<file path="src/rtl/tone_channel_arbiter.sv">
// tone_channel_arbiter: shares one piezo/LED note channel among three requesters.
// Requesters: 0 = keypad echo, 1 = melody playback, 2 = effect/jingle.
// Fixed priority 2 > 0 > 1. An effect request preempts a non-effect note in PLAY.
// Each note lasts len*TICK_DIV cycles and is followed by GAP_TICKS*TICK_DIV silent cycles.
//
// state | meaning
// IDLE  | channel free, grant highest-priority request on the next edge
// PLAY  | note audible, cycle/tick counters running
// GAP   | silent spacer after a completed note, requests held off
module tone_channel_arbiter #(
    parameter int TICK_DIV  = 500000,
    parameter int GAP_TICKS = 1,
    parameter int CW        = 20
) (
    input  logic       clk,
    input  logic       reset,
    input  logic [2:0] req,
    input  logic [3:0] note_key,
    input  logic [3:0] note_play,
    input  logic [3:0] note_fx,
    input  logic [2:0] len_key,
    input  logic [2:0] len_play,
    input  logic [2:0] len_fx,
    output logic [2:0] gnt,
    output logic [2:0] done,
    output logic [2:0] abrt,
    output logic [3:0] piezo_out,
    output logic [3:0] led_out,
    output logic [1:0] owner,
    output logic       busy
);

    // Tick counter is shared by note length and gap length, so it must hold GAP_TICKS-1.
    localparam int TW = 16;
    localparam logic [CW-1:0] CYC_LAST = CW'(TICK_DIV - 1);
    localparam logic [TW-1:0] GAP_LAST = TW'((GAP_TICKS > 0) ? GAP_TICKS - 1 : 0);

    typedef enum logic [1:0] {IDLE, PLAY, GAP} state_t;

    state_t        state_q;
    logic [CW-1:0] cyc_q;
    logic [TW-1:0] tick_q;
    logic [2:0]    len_last_q;
    logic [3:0]    note_q;
    logic [1:0]    owner_q;
    logic          busy_q;
    logic [2:0]    gnt_q;
    logic [2:0]    done_q;
    logic [2:0]    abrt_q;

    logic [1:0]    sel_idx_d;
    logic [3:0]    sel_note_d;
    logic [2:0]    sel_len_last_d;
    logic [2:0]    fx_len_last_d;

    // A zero length plays as one tick; store the last tick index directly.
    function automatic logic [2:0] last_of(input logic [2:0] len);
        return (len == 3'd0) ? 3'd0 : len - 3'd1;
    endfunction

    // Fixed-priority selection among pending requests (2 > 0 > 1).
    always_comb begin
        sel_idx_d      = 2'd1;
        sel_note_d     = note_play;
        sel_len_last_d = last_of(len_play);
        fx_len_last_d  = last_of(len_fx);
        if (req[2]) begin
            sel_idx_d      = 2'd2;
            sel_note_d     = note_fx;
            sel_len_last_d = fx_len_last_d;
        end else if (req[0]) begin
            sel_idx_d      = 2'd0;
            sel_note_d     = note_key;
            sel_len_last_d = last_of(len_key);
        end
    end

    // Channel FSM with note timing and registered handshake pulses.
    always_ff @(posedge clk or posedge reset) begin
        if (reset) begin
            state_q    <= IDLE;
            cyc_q      <= '0;
            tick_q     <= '0;
            len_last_q <= '0;
            note_q     <= '0;
            owner_q    <= 2'd3;
            busy_q     <= 1'b0;
            gnt_q      <= '0;
            done_q     <= '0;
            abrt_q     <= '0;
        end else begin
            gnt_q  <= '0;
            done_q <= '0;
            abrt_q <= '0;
            case (state_q)
                IDLE: begin
                    if (|req) begin
                        gnt_q      <= 3'b001 << sel_idx_d;
                        note_q     <= sel_note_d;
                        len_last_q <= sel_len_last_d;
                        owner_q    <= sel_idx_d;
                        cyc_q      <= '0;
                        tick_q     <= '0;
                        busy_q     <= 1'b1;
                        state_q    <= PLAY;
                    end
                end
                PLAY: begin
                    if (req[2] && owner_q != 2'd2) begin
                        abrt_q     <= 3'b001 << owner_q;
                        gnt_q      <= 3'b100;
                        note_q     <= note_fx;
                        len_last_q <= fx_len_last_d;
                        owner_q    <= 2'd2;
                        cyc_q      <= '0;
                        tick_q     <= '0;
                    end else if (cyc_q == CYC_LAST) begin
                        cyc_q <= '0;
                        if (tick_q == TW'(len_last_q)) begin
                            note_q <= '0;
                            done_q <= 3'b001 << owner_q;
                            tick_q <= '0;
                            if (GAP_TICKS == 0) begin
                                owner_q <= 2'd3;
                                busy_q  <= 1'b0;
                                state_q <= IDLE;
                            end else begin
                                state_q <= GAP;
                            end
                        end else begin
                            tick_q <= tick_q + 1'b1;
                        end
                    end else begin
                        cyc_q <= cyc_q + 1'b1;
                    end
                end
                GAP: begin
                    if (cyc_q == CYC_LAST) begin
                        cyc_q <= '0;
                        if (tick_q == GAP_LAST) begin
                            tick_q  <= '0;
                            owner_q <= 2'd3;
                            busy_q  <= 1'b0;
                            state_q <= IDLE;
                        end else begin
                            tick_q <= tick_q + 1'b1;
                        end
                    end else begin
                        cyc_q <= cyc_q + 1'b1;
                    end
                end
                default: state_q <= IDLE;
            endcase
        end
    end

    assign gnt       = gnt_q;
    assign done      = done_q;
    assign abrt      = abrt_q;
    assign piezo_out = note_q;
    assign led_out   = note_q;
    assign owner     = owner_q;
    assign busy      = busy_q;

endmodule

</file>
<file path="config.mk">
export PLATFORM = sky130hd
export DESIGN_NAME = tone_channel_arbiter
export DESIGN_NICKNAME = d
export VERILOG_FILES = /design/src/rtl/tone_channel_arbiter.sv
export SDC_FILE = /design/constraint.sdc
export NUM_CORES = 1
export LEC_CHECK = 0
export ABC_AREA = 1
export ABC_CLOCK_PERIOD_IN_PS = 1400
export BUFFER_PORTS_ARGS = -buffer_cell sky130_fd_sc_hd__buf_4
export CAP_MARGIN = 10
export CORE_MARGIN = 2
export CORE_UTILIZATION = 25
export DETAILED_ROUTE_END_ITERATION = 8
export REMOVE_ABC_BUFFERS = 1
export SETUP_SLACK_MARGIN = 0.05
export SYNTH_ARGS = -nofsm -noshare
export SYNTH_HDL_FRONTEND = slang
export SYNTH_SLANG_ARGS = --single-unit
</file>
<file path="constraint.sdc">
create_clock -name clk -period 1.4 [get_ports clk]
set_input_delay 0.14 -clock clk [delete_from_list [all_inputs] [get_ports clk]]
set_output_delay 0.14 -clock clk [all_outputs]
set_load 0.03 [all_outputs]
</file>
After elaboration in Yosys (flattened, before gate mapping)
Cells that the tools add are included.
- $add $sub $neg: 5
- $mul: 0
- div/mod/pow operators: 0
- $lt $le $gt $ge: 0
- equal/unequal tests: 14
- shift-type cells: 2
- muxes and demuxes: 53
- bitwise logic cells: 0
- reductions and logical operators: 17
- operator list (kind ; count):
    $mux 16 ; 6
    $mux 20 ; 3
    $pmux 20 s3 ; 1
    $pmux 16 s3 ; 1
    $mux 3 ; 15
    $mux 4 ; 6
    $mux 2 ; 11
    $add 20x1->20 const B ; 1
    $eq 20x19->1 const B ; 1
    $add 16x1->16 const B ; 1
    $eq 16x3->1 ; 1
    $logic_not 16->1 ; 1
    $ne 2x2->1 const B ; 8
    $pmux 2 s3 ; 2
    $pmux 3 s2 ; 2
    $reduce_and 4->1 ; 3
    $logic_not 3->1 ; 3
    $sub 3x1->3 const B ; 3
    $pmux 4 s2 ; 1
    $ne 3x3->1 const B ; 2
    $reduce_and 6->1 ; 1
    $shl 1x2->3 const A ; 2
    $reduce_and 5->1 ; 1
    $mux 1 ; 4
    10 further kinds ; 11
- flip-flop bits (word level): 57
- bits in latches: 0
- bits in writable memories: 0
- bits in read-only memories: 0
- memories: 0

Logic depth before layout (Yosys ltp)
Gate-level depths: netlist (run 1).
- depth after elaboration: 6
- gate-level depth with buffers: 12
- depth with buffers taken out: 11

Worst setup path before layout (run 1)
OpenSTA, ideal clock, no wires.
- kind: register -> register
- start point: register owner_q[0], in the netlist owner[0]
- end point: register tick_q[2]
- library setup time: 65 ps
- arrival time: 1564 ps
- data required time: 1335 ps
- path slack: -229 ps
- stages on the path, launching flop included: 12
- buffers on the path: 1
- period minus slack after synthesis: 1629 ps
- path through: dfstp_2 > inv_1 > nand2_2 > nand2_4 > nand2_2 > nand2_2 > nand2_4 > nand2_4 > inv_4 > buf_6 > nand3_1 > nand2_1
- longest elaborated chain between the ends: 4
- elaborated cells between the ends (all ways): 6
- classes of those cells: eq/ne: 2; mux: 2; reduce/logical: 2
- ends and longest elaborated chain (item ; RTL line ; RTL):
    from (decl) ; 45 ; logic [1:0] owner_q;
    from (signal assigned) ; 101 ; owner_q <= sel_idx_d;
    $ne 2x2->1 * ; 109 ; if (req[2] && owner_q != 2'd2) begin
    $logic_and 1x1->1 * ; 109 ;
    $ne 3x3->1 (no line) or $mux 16 (tied branches) ; n/a ;
    $reduce_and 4->1 (no line) or $pmux 16 s3 (tied branches) ; n/a ;
    to (signal assigned) ; 131 ; tick_q <= tick_q + 1'b1;
    to (signal assigned) ; 146 ; tick_q <= tick_q + 1'b1;
    to (decl) ; 42 ; logic [TW-1:0] tick_q;
Every way passes the cells marked *; elsewhere a longest branch is shown, timed or not.
A chain may end at the register's enable or synchronous reset.

Worst setup path after layout (run 1)
- start point: register cyc_q[0]
- end point: register cyc_q[4]
- longest elaborated chain between the ends: 4
- elaborated cells between the ends (all ways): 5
- classes of those cells: add/sub: 1; eq/ne: 1; mux: 3
- ends and longest elaborated chain (item ; RTL line ; RTL):
    from (decl) ; 41 ; logic [CW-1:0] cyc_q;
    from (signal assigned) ; 134 ; cyc_q <= cyc_q + 1'b1;
    from (signal assigned) ; 149 ; cyc_q <= cyc_q + 1'b1;
    $add 20x1->20 or $eq 20x19->1 (tied branches) ; n/a ;
    $mux 20 * ; 117, 138 ;
    $mux 20 ; 109 ;
    $pmux 20 s3 * ; 95 ; case (state_q)
Marks and branches as above.

==> results.txt, run 1 <==
- Status: finished, violations left
- Violated checks: setup timing
* Count of inserted antenna diode cells: 0
* Count of routing violations after the opening detailed-route iteration: 140
- Start-to-end type of the worst setup path: flop to flop
* Filler instances: 1418
- For this block, the routed nets add up to 11310 um of wire.
- Number of levels in the clock H-tree: 3
* Die boundary width: 126.9 um
* Number of flops mapped to enable cells by yosys: 0
- On the worst path, the slowest cell contributes a delay of 0.39 ns.
- Slowest cell on crit path: dfrtp_1
* Final Hold Fails: 0
- I/O pin cnt: 46
- Clock root cell: clkbuf_16
- Power per Cell Area: 1593 nW/um^2
- Max Cap Violations: 0
- The top cell types in the final layout, fill and taps aside, are buf_4, nand2_1, dfrtp_1.
- Final ANT Viol Nets: 0
- Residual DRC: 0
- Biggest fanout along the worst timing path: 4
* Fin crit share: 1.165
- Capturing element type of the critical path: flop
- Setup repair after global routing could not meet its margin everywhere.
- The multi-input combinational cells in the finished layout cover a total of 2525 um^2.
* Post-detailed-route wirelength per cell: 12.70 um
- Async S/R FF share, synth: 1.000
- The floorplan has 44 rows.
* Final Worst Setup Slack: -0.2310 ns
* Area enclosed by the die boundary: 16100 um^2
- Total power of the final layout: 9.939 mW
- Largest vdd supply drop: 1.337 mV
- Initial antenna violation count: 0
- Buffers inserted during clock tree synthesis total 9.
* Via count: 4034
- Once layout is complete, the utilization of the core stands at 0.4260.
- Skew-Pair Late Insertion Delay: 0.34 ns
- After global routing the overflow that remains totals 0.
- Category of the worst setup path launch point: flop
* Upper clock frequency limit: 0.6131 GHz
- Post-synthesis sequential area ratio: 0.3785
- The first global-routing pass estimated 18060 um of wire.
- Setup violations remaining at the end of the flow were counted as 51.
- For this run, the total global-route usage over all layers was measured as 0.1413.
* Vias per cell: 4.527
- Clock skew on the completed layout was measured at 0.009236 ns.
- Counting flops and latches in the post-synthesis netlist gives 57.
- Cells along the critical path: ha_4 > nand2_4 > nor2_4 > nand3_4 > nand2_4 > nor2_4 > buf_8 > buf_6 > nand3_2 > o21ai_1
* CTS tree: done
* Final Critical Period: 1.631 ns
* Non-filler cells in the finished layout: 891
- Layout-stage area growth over the synthesis result: 65.26%
- After synthesis, the mean cell area works out to 7.218 um^2.
- Top flip-flop cell by instance count after synthesis: dfrtp_1
- Buffers placed on the I/O ports in this run total 45.
- Placed wire-length estimate: 7780 um
- For this design the static power due to leakage is 2.996 nW.
- The first detailed-routing pass took 6 iterations.
* Number of cells traversed by the worst register-to-register path: 10
- At the end of the flow, the number of nets in the layout was 741.
- Clock-pin slew was measured on the worst setup and hold paths at 0.06 ns.
* CTS Sinks: 57
* Chip Height: 126.9 um
* Count of placed standard cells including taps: 850
- Of the cells placed in the final design, the portion with a size suffix greater than 1 is 0.4597.
- At the worst endpoint, the arrival time is 1.86 ns.
* Non-Filler Cell Area, Final: 6238 um^2
- The worst hold path belongs to the class primary input to flop.
- Across the whole layout, storage elements account for 1433 um^2.
- The core region is 14640 um^2.
* Cell Area, Placed: 5114 um^2
* Mapped cell area: 3775 um^2
- Synth unique cells: 38
- For this configuration, the core starts out at a cell density of 0.2578.
* Number of warnings issued by yosys: 0
- Synthesized instance count: 523
- Hold depth: 3
* Most frequent standard cell in the layout excluding fill and tap cells: buf_4
- RD Place Congestion: 0.8404
- Via count of the first global-routing pass: 3847
- The number of pins with negative max-slew slack in the final report is 0.
- The clock passes through at most 2 buffers.
- Maximum number of pins on one net before global-route repair: 58
- Data required, critical path: 1.63 ns
## layer usage
metal  vias to the layer above  global-route usage  wire, um
li1                       2049                   -         -
met1                      1879              0.1774      5021
met2                        86              0.2369      5612
met3                        20             0.02573       422
met4                         0             0.06335       257
met5                         -                   0         0
## synth_stat cells, types with 6 or more instances
cell type	n	area [um^2]
ha_1	13	162.7
inv_1	58	217.7
o21ai_0	29	145.1
dfrtp_1	55	1376
nand2_2	6	37.54
inv_2	6	22.52
nand3_1	46	230.2
o21ai_1	11	55.05
xor2_1	14	122.6
nor2_1	54	202.7
nor3_1	11	55.05
a21oi_1	11	55.05
nand4_1	17	106.4
nand2_1	139	521.8
## stage by stage
stage                     hold WS [ns]  setup slack [ns]  TNS [ns]
after global routing           0.08708           -0.3129    -12.77
final                          0.08680           -0.2310    -8.490
after floorplan                 0.2903           -0.5012    -18.04
after CTS                      0.07870           -0.1702    -5.714
after detailed placement        0.2397           -0.3496    -12.04
after global placement          0.2420           -0.3428    -10.82
## worst max-delay path: cells and delay by family, from the launching register on
| family | cells | cell delay (ns) |
|---|---|---|
| AOI/OAI and AO/OA | 1 | 0.05 |
| DFF | 1 | 0.39 |
| adders and majority gates | 1 | 0.16 |
| and+or+nand+nor | 6 | 0.63 |
| buffers and inverters | 2 | 0.26 |
## kinds of logic (layout without fill, tap and decap cells)
logic type / Yosys count / in the layout / synth area share
DFF: 57 / 57 / 0.3785
xor gates and xnor gates: 17 / 17 / 0.03945
buffers and inverters: 78 / 262 / 0.08850
other: 1 / 1 / 0.0009934
and+or+nand+nor: 289 / 289 / 0.3480
adders and majority gates: 13 / 13 / 0.04309
AOI/OAI and AO/OA: 68 / 68 / 0.1014
## what timing repair did
item / 4_1_cts / 5_1_grt
cloned: 2 / 0
pin swaps: 23 / 36
buffers inserted: 15 / 9
hold buffers: 1 / 0
setup endpoints to repair: 54 / 55
resized for setup: 107 / 76
endpoints found under the hold margin: 55 / 0
## area by class of cell
type / count / share of cell area
tap: 184 / 0.03690
timing repair inverter: 2 / 0.003610
inverter: 65 / 0.04392
clock inverter: 7 / 0.009426
sequential: 57 / 0.2296
multi-input combinational: 388 / 0.4047
clock buffer: 9 / 0.03610
timing repair buffer: 179 / 0.2357
## final timing paths
check,slack (ns),startpoint,to
max reg2reg,-0.23,cyc_q[0]$_DFFE_PP0P_,cyc_q[4]$_DFFE_PP0P_
min,0.09,note_fx[3],led_out[3]$_DFFE_PP0P_
max,-0.23,cyc_q[0]$_DFFE_PP0P_,cyc_q[4]$_DFFE_PP0P_
max in group asynchronous,0.66,reset,owner[0]$_DFFE_PP1P_
min in group asynchronous,0.43,reset,tick_q[5]$_DFFE_PP0P_
min reg2reg,0.51,busy$_DFFE_PP0P_,busy$_DFFE_PP0P_
## flip-flops by register name, indices dropped and copies added (netlist names)
name / count
cyc_q: 20
gnt: 3
len_last_q: 3
owner: 2
done: 3
tick_q: 16
state_q: 2
abrt: 3
led_out: 4
busy: 1
## power breakdown
group          internal [mW]  switching [mW]  leakage (nW)  total [mW]
Sequential              1.90           0.173         0.764        2.08
Clock                   1.23           0.860         0.134        2.09
Combinational           2.51            3.27          2.10        5.78
Note: power is estimated with default switching activity, not from simulation.
==> run 2: changes to the inputs <==
- ABC_AREA: 1 -> unset
- MAX_ROUTING_LAYER: unset -> met4
==> run 2 against run 1 <==
The flow still finishes with violations (setup timing). Worst setup slack got worse by 0.88 ns. Design area shrank 12%. Global-route usage up 0.34 points. Non-clock buffer count is 17 lower.
==> results.txt, run 2 <==
- The number of fillers in the final layout came to 1260 (-11%).
* Die boundary width: 120.8 um (-4.8%)
- Yosys instantiated no cell more often than dfrtp_1.
- Last element of the critical path: state_q[0]$_DFFE_PP0P_
* Largest vdd supply drop: 0.6702 mV (-50%)
* Count of routing violations after the opening detailed-route iteration: 189 (+35%)
- Final Critical Period: 2.509 ns (+0.8785 ns)
- The number of library cell types mapped by synthesis is 58 (+53%).
- Clock root cell: clkbuf_16
- Post-synthesis average cell area: 8.882 um^2 (+23%)
- The area growth from synthesis to layout is 61.41%.
* Largest register FFs: 20 (unchanged)
* Capturing element type of the critical path: flop
* Net count of the finished layout: 583 (-21%)
- Internal portion of total power: 5.418 mW (-3.9%)
- The hold violation total from the final report came to 0 (unchanged).
* Wire length of the first global-routing pass: 16560 um (-8.3%)
* Clock slew at the register clock pins of the worst setup and hold paths: 0.06 ns (about the same)
- Upper clock frequency limit: 0.3985 GHz (-35%)
- The total wire length after detailed routing is 9996 um (-12%).
* Worst Path Arrival: 2.72 ns (+0.86 ns)
- The overall power of the completed layout is 8.705 mW (-12%).
- First-pass iteration count of the detailed router: 5 (-1)
- In the post-synthesis netlist, the biggest area contributors are dfrtp_1, ha_1, o21ai_0.
- The count of inserted antenna diode cells is 0 (unchanged).
- Effective utilization at floorplan: 0.2565 (-0.001235)
* Post-synthesis sequential area ratio: 0.4189 (+0.04041)
- Count of endpoints failing setup in the final report: 51 (unchanged)
- Ranked by instance count, the synthesized netlist is headed by dfrtp_1, nand2_1, o21ai_0.
* Placed wire-length estimate: 7167 um (-7.9%)
- The number of CTS-inserted buffers is 9 (unchanged).
- The combinational cell fraction of total power came to 0.517 (-0.064).
- The number of enable-type register cells in the synthesized netlist is 0 (unchanged).
* Proportion of power drawn by flip-flops and latches: 0.232 (+0.023)
* Top flip-flop cell by instance count after synthesis: dfrtp_1
- The share of the synthesized area in the top cell type was 0.4035 (+0.03892).
- The clock group share of total power was 0.251 (+0.041).
* Number of levels in the clock H-tree: 3 (unchanged)
* Via count of the first global-routing pass: 3522 (-8.4%)
- The flow ran to the end, but the final reports show violations.
- Remaining global-route overflow: 0 (unchanged)
- The average via count per standard cell is 4.807 (+6.2%).
- Fin crit share: 1.792 (+0.6275)
- The total number of yosys warnings is 0 (unchanged).
* Area enclosed by the die boundary: 14590 um^2 (-9.3%)
* Share of cells above drive strength 1: 0.4718 (+0.01208)
- Synthesized instance count: 384 (-27%)
- The number of clock sinks is 57 (unchanged).
- The final setup slack of the worst path came to -1.109 ns (-0.8785 ns).
- Chip Height: 120.8 um (-4.8%)
- The switching component of the power came to 3.287 mW (-24%).
* Biggest fanout along the worst timing path: 3 (-1)
- The largest clock skew in the final design came to 0.007292 ns (-0.001945 ns).
* Standby leakage power: 2.560 nW (-15%)
- Number of max-slew violations in the final report: 0 (unchanged)
- The worst register-to-register path ends at state_q[0]$_DFFE_PP0P_.
* Register containing the most flip-flops in the final layout: cyc_q
- The maximum number of buffers from clock root to sink was 2 (unchanged).
* I/O pin cnt: 46 (unchanged)
* Data required, critical path: 1.61 ns (-0.02 ns)
* Reg2Reg Setup Slack: -1.11 ns (-0.88 ns)
- Setup repair after global routing could not meet its margin everywhere.
- The clock latency reported for the late side of the worst-skew pair came to 0.33 ns (about the same).
- The library cells used most frequently in the layout, excluding fill and tap cells, are buf_4, dfrtp_1, nand2_1.
- The count of input and output buffers was 45 (unchanged).
- Start-to-end type of the worst setup path: flop to flop
- The initial antenna violation count is 0 (unchanged).
- Reg-to-Reg Start: cyc_q[10]$_DFFE_PP0P_
* Global Route Usage Sum: 0.1446 (+0.003369)
- Via count: 3485 (-14%)
- Maximum number of pins on one net before global-route repair: 34 (-41%)
- Top cell type by total area after synthesis: dfrtp_1
- The cell count of the worst reg-to-reg path was 6 (-4).
- Tracing the worst setup path back leads to its startpoint at cyc_q[10]$_DFFE_PP0P_.
- The worst setup path is launched from a flop.
* Dpl ws: -1.180 ns (-0.8306 ns)
* Async S/R FF share, synth: 1.000 (unchanged)
* Residual DRC: 0 (unchanged)
* Post-detailed-route wirelength per cell: 13.79 um (+8.6%)
- Final ANT Viol Nets: 0 (unchanged)
- The number of violations of the max-capacitance limit is 0 (unchanged).
- The proportion of total power due to net switching was 0.3776 (-0.05499).
- Worst hold-check path type: primary input to flop
* CTS tree: done
* Violated checks: setup timing
* Synthesized flop and latch total: 57 (unchanged)
- Mapped cell area: 3411 um^2 (-9.6%)
- Power per Cell Area: 1581 nW/um^2 (-0.76%)
- Core Area: 13300 um^2 (-9.2%)
- Most frequent standard cell in the layout excluding fill and tap cells: buf_4
- RD Place Congestion: 0.8347 (-0.68%)
* Floorplan row count: 42 (-4.5%)
## run 2: worst min path at each step
stage / slack [ns] / from / to / depth (start not counted)
global route: 0.1 / req[1] / gnt[1]$_DFF_PP0_ / 2
detailed placement: 0.15 / reset / tick_q[11]$_DFFE_PP0P_ / 2
CTS: 0.09 / req[1] / gnt[1]$_DFF_PP0_ / 2
global placement: 0.15 / reset / tick_q[15]$_DFFE_PP0P_ / 2
finish: 0.1 / req[1] / gnt[1]$_DFF_PP0_ / 2
floorplan: 0.21 / req[0] / gnt[1]$_DFF_PP0_ / 1
## run 2: final cells by class
class	instances	area [um^2]	share of cell area
Tap cell	176	220.2	0.04000
Clock buffer	10	239.0	0.04341
Multi-Input combinational cell	294	2190	0.3977
Inverter	20	75.07	0.01364
Clock inverter	6	57.56	0.01045
Sequential cell	57	1429	0.2595
Timing Repair Buffer	162	1295	0.2352
## run 2: per-layer routing
layer  global-route usage  vias to the layer above  share of wire
met5                    -                        -              0
li1                     -                     1721              -
met3              0.03208                        8          0.037
met1               0.1732                     1690           0.44
met4              0.04869                        0         0.0087
met2               0.2412                       66           0.52
## run 2: per-stage QoR
stage | cells | hold WS (ns) | setup TNS (ns) | util | area (um^2)
global route | 725 | 0.09886 | -48.53 | 0.4141 | 5505
CTS | 715 | 0.08780 | -40.91 | 0.3965 | 5271
global placement | 690 | 0.1460 | -45.05 | 0.3499 | 4652
finish | 725 | 0.09997 | -43.75 | 0.4141 | 5505
floorplan | 369 | 0.2098 | -52.09 | - | 3331
detailed placement | 690 | 0.1467 | -47.52 | 0.3499 | 4652
## run 2: worst max-delay path, cell delays in order, from the launching register on
cell and delay [ns]:
dfrtp_1 0.37, or4b_1 0.54, or4_4 0.51, or3_4 0.41
a21oi_4 0.15, o211ai_2 0.11, mux2_4 0.31
## run 2: power groups by stage
stage / Sequential (mW) / Clock (mW) / Combinational [mW]
4_1_cts: 2.01 / 2.25 / 4.05
2_1_floorplan: 2.34 / 0 / 1.47
3_5_place_dp: 2.03 / 0 / 3.39
3_3_place_gp: 2.02 / 0 / 3.33
6_report: 2.02 / 2.18 / 4.50
5_1_grt: 2.05 / 2.33 / 4.82
## run 2: kinds of logic (layout without fill, tap and decap cells)
kind of cell,count (synthesis),in the layout,synth area share
AOI/OAI and AO/OA,93,94,0.1768
xor gates and xnor gates,5,5,0.01284
adders and majority gates,13,13,0.04769
buffers and inverters,35,198,0.04549
DFF,57,57,0.4189
muxes,12,12,0.03852
other,1,1,0.001099
and+or+nand+nor,168,169,0.2586
## run 2: what timing repair did
action                     4_1_cts  5_1_grt
buffers inserted                 9       10
hold endpoints to repair        12        0
gates resized for setup         62       44
gates cloned                     1        1
pin swaps                       34       21
hold buffers                     1        0
setup endpoints to repair       51       53
==> run 3: changes to the inputs <==
--- a/config.mk
+++ b/config.mk
@@ -9,5 +9,5 @@
 export BUFFER_PORTS_ARGS = -buffer_cell sky130_fd_sc_hd__buf_4
 export CAP_MARGIN = 10
-export CORE_MARGIN = 2
+export CORE_MARGIN = 10
 export CORE_UTILIZATION = 25
 export DETAILED_ROUTE_END_ITERATION = 8
==> constraint.sdc (replaced) <==
create_clock -name clk -period 1.4 [get_ports clk]
set_input_delay 0.14 -clock clk [delete_from_list [all_inputs] [get_ports clk]]
set_output_delay 0.14 -clock clk [all_outputs]
set_load 0.005 [all_outputs]
==> run 3 against run 2 <==
The flow still finishes with violations (setup timing). Total power rose by 4.1%. Combinational power rose by 3%. Die area rose by 28%. Clock skew barely moved. Design area rose by 3.1%. Critical path type unchanged. Critical endpoint is now state_q[1]$_DFFE_PP0P_. Largest cell class unchanged. Highest routed layer unchanged.
==> results.txt, run 3 (synthesis gave the netlist of run 2 again) <==
* I/O pin cnt: 46 (unchanged)
- Clock slew at the register clock pins of the worst setup and hold paths: 0.05 ns (about the same)
- The width of the die is 136.8 um (+13%).
- The ratio of cells with drive above 1 in the final layout was 0.5000 (+0.02823).
- In this run the worst hold path is classified as primary input to flop.
- The maximum number of buffers from clock root to sink was 2 (unchanged).
- Broken down by cell family, the worst path's largest delay share belongs to simple AND/OR/NAND/NOR gates.
- Maximum number of pins on one net before global-route repair: 58 (+71%)
- The slowest stage of the critical path is the or4b_1 cell.
* Number of cells traversed by the worst register-to-register path: 7 (+1)
* Clock root cell: clkbuf_16
- The startpoint identified for the worst hold timing path is req[1].
- The hold violation total from the final report came to 0 (unchanged).
- The pre-CTS worst setup slack is -1.208 ns (-0.02782 ns).
- Largest stage delay on the critical path: 0.53 ns (about the same)
* Internal portion of total power: 5.822 mW (+7.5%)
- The slack of the worst reg-to-reg path came to -1.05 ns (+0.06 ns).
* Worst flop-to-flop path endpoint: state_q[1]$_DFFE_PP0P_
* Hold depth: 2 (unchanged)
* Proportion of power drawn by flip-flops and latches: 0.223 (-0.009)
- The largest driver fanout on the critical path came to 4 (+1).
* Category of the worst setup path launch point: flop
- The antenna violation net count after detailed routing was 0 (unchanged).
* Layout Utilization: 0.4271 (+0.01299)
- Number of buffers added by the clock tree synthesis step: 9 (unchanged)
- The DRC marker count from the first detailed-route iteration is 242 (+28%).
- Vias per cell: 4.938 (+2.7%)
- The final setup slack of the worst path was -1.051 ns (+0.05890 ns).
- In the layout the commonest cells are buf_4, dfrtp_1, nand2_1.
- Number of max-slew violations in the final report: 0 (unchanged)
- Via count: 3595 (+3.2%)
* Largest vdd supply drop: 0.8992 mV (+34%)
- Number of levels in the clock H-tree: 3 (unchanged)
* Combined buffer and inverter count along the critical path: 1 (+1)
- Count of endpoints failing setup in the final report: 51 (unchanged)
- Remaining global-route overflow: 0 (unchanged)
- The initial antenna violation count came to 0 (unchanged).
- Data required, critical path: 1.64 ns (+0.03 ns)
- Switching power summed over all nets: 3.238 mW (-1.5%)
- Most frequent standard cell in the layout excluding fill and tap cells: buf_4
* Final Critical Period: 2.451 ns (-0.05890 ns)
- The hold slack was 0.09743 ns (-0.002542 ns).
* Residual DRC: 0 (unchanged)
* Global Route Usage Sum: 0.1187 (-0.02594)
* Via count of the first global-routing pass: 3622 (+2.8%)
- Standby leakage power: 2.620 nW (+2.3%)
* Total power of the final layout: 9.060 mW (+4.1%)
* Start-to-end type of the worst setup path: flop to flop
* Count of placed standard cells including taps: 692 (+0.29%)
- Status: finished, violations left
- Power per Cell Area: 1596 nW/um^2 (+0.92%)
- The area enclosed by the die boundary came to 18720 um^2 (+28%).
- Hold Path Sink: gnt[1]$_DFF_PP0_
* Effective utilization at floorplan: 0.2565 (unchanged)
- Floorplan row count: 42 (unchanged)
- TritonCTS built the clock tree.
- The number of clock sinks was 57 (unchanged).
- Core Area: 13300 um^2 (unchanged)
- The final reports fail on setup timing.
- Traced cell by cell, the critical path runs through or4b_1 > or4_4 > or3_4 > a21oi_4 > buf_4 > a31oi_1 > a21oi_1.
- The half-perimeter wire length after placement is 7412 um (+3.4%).
- Proportion of power drawn by the clock network: 0.266 (+0.015)
* Wire length of the first global-routing pass: 17770 um (+7.3%)
- The count of nets after finishing came to 586 (+0.51%).
- Non-filler cells in the finished layout: 728 (+0.41%)
* Skew-Pair Late Insertion Delay: 0.33 ns (about the same)
- Upper clock frequency limit: 0.4081 GHz (+2.4%)
* Fin crit share: 1.750 (-0.04207)
- Combinational cell fraction of total power: 0.512 (-0.005)
* Setup repair after global routing missed its margin: yes
- The number of flip-flops under the largest register name is 20 (unchanged).
* Count of inserted antenna diode cells: 0 (unchanged)
- The total wire length after detailed routing is 11210 um (+12%).
- The startpoint identified for the worst register-to-register timing path is cyc_q[7]$_DFFE_PP0P_.
* Capturing element type of the critical path: flop
- The count of input and output buffers was 45 (unchanged).
- The count of TritonRoute iterations in the first routing pass is 5 (unchanged).
- Chip Height: 136.8 um (+13%)
* Post-detailed-route wirelength per cell: 15.40 um (+12%)
- Max Cap Violations: 0 (unchanged)
- Layout-stage area growth over the synthesis result: 66.47%
* Final setup skew: 0.006836 ns (-0.0004559 ns)
- Switching share of power: 0.3574 (-0.02014)
- Worst Path Arrival: 2.69 ns (-0.03 ns)
- RD Place Congestion: 0.8536 (+2.3%)
- Counting flops per register, the top entry is cyc_q.
- The number of fillers in the final layout is 1242 (-1.4%).
==> run 3: worst max-delay path by stage <==
stage                           from                     end  slack, ns  cells past startpoint
6_report        cyc_q[7]$_DFFE_PP0P_  state_q[1]$_DFFE_PP0P_      -1.05                      7
5_1_grt         cyc_q[7]$_DFFE_PP0P_       done[0]$_DFF_PP0_      -1.12                      7
4_1_cts        cyc_q[12]$_DFFE_PP0P_  state_q[0]$_DFFE_PP0P_      -1.08                      6
3_5_place_dp    cyc_q[9]$_DFFE_PP0P_  led_out[2]$_DFFE_PP0P_      -1.21                      6
3_3_place_gp    cyc_q[9]$_DFFE_PP0P_  state_q[0]$_DFFE_PP0P_      -1.08                      6
2_1_floorplan  cyc_q[10]$_DFFE_PP0P_  state_q[0]$_DFFE_PP0P_      -1.13                      6
==> run 3: cell type report <==
class,instances,area (um^2),share of cell area
clock buffer,11,252.7,0.04451
clock inverter,5,77.57,0.01366
inverter,20,75.07,0.01322
multi-input combinational,295,2253,0.3969
sequential,57,1429,0.2517
tap,176,220.2,0.03878
timing repair buffer,164,1370,0.2413
==> run 3: power by group through the flow <==
| stage | logic [mW] | registers, mW | clock network (mW) |
|---|---|---|---|
| 4_1_cts | 4.13 | 2.01 | 2.45 |
| 3_5_place_dp | 3.19 | 2.03 | 0 |
| 3_3_place_gp | 3.10 | 2.02 | 0 |
| 6_report | 4.64 | 2.02 | 2.41 |
| 5_1_grt | 4.96 | 2.04 | 2.55 |
| 2_1_floorplan | 1.47 | 2.06 | 0 |
==> run 3: repair_timing <==
action,CTS,global route
pin swaps,28,37
setup buffers,9,7
resized for setup,72,59
endpoints found under the hold margin,55,0
gates cloned,3,1
hold buffers,1,0
endpoints found under the setup margin,51,53
==> run 3: through the flow <==
step | cell area (um^2) | setup TNS [ns]
after floorplan | 3331 | -52.08
after CTS | 5419 | -45.65
after global placement | 4679 | -45.64
after global routing | 5678 | -46.96
final | 5678 | -42.70
after detailed placement | 4679 | -48.50
==> run 3: layer usage <==
| metal | part of all wire | track usage | vias to the layer above |
|---|---|---|---|
| met5 | 0 | - | - |
| met4 | 0.016 | 0.02986 | 0 |
| met3 | 0.038 | 0.02896 | 19 |
| met2 | 0.53 | 0.2028 | 79 |
| met1 | 0.41 | 0.1369 | 1763 |
| li1 | - | - | 1734 |
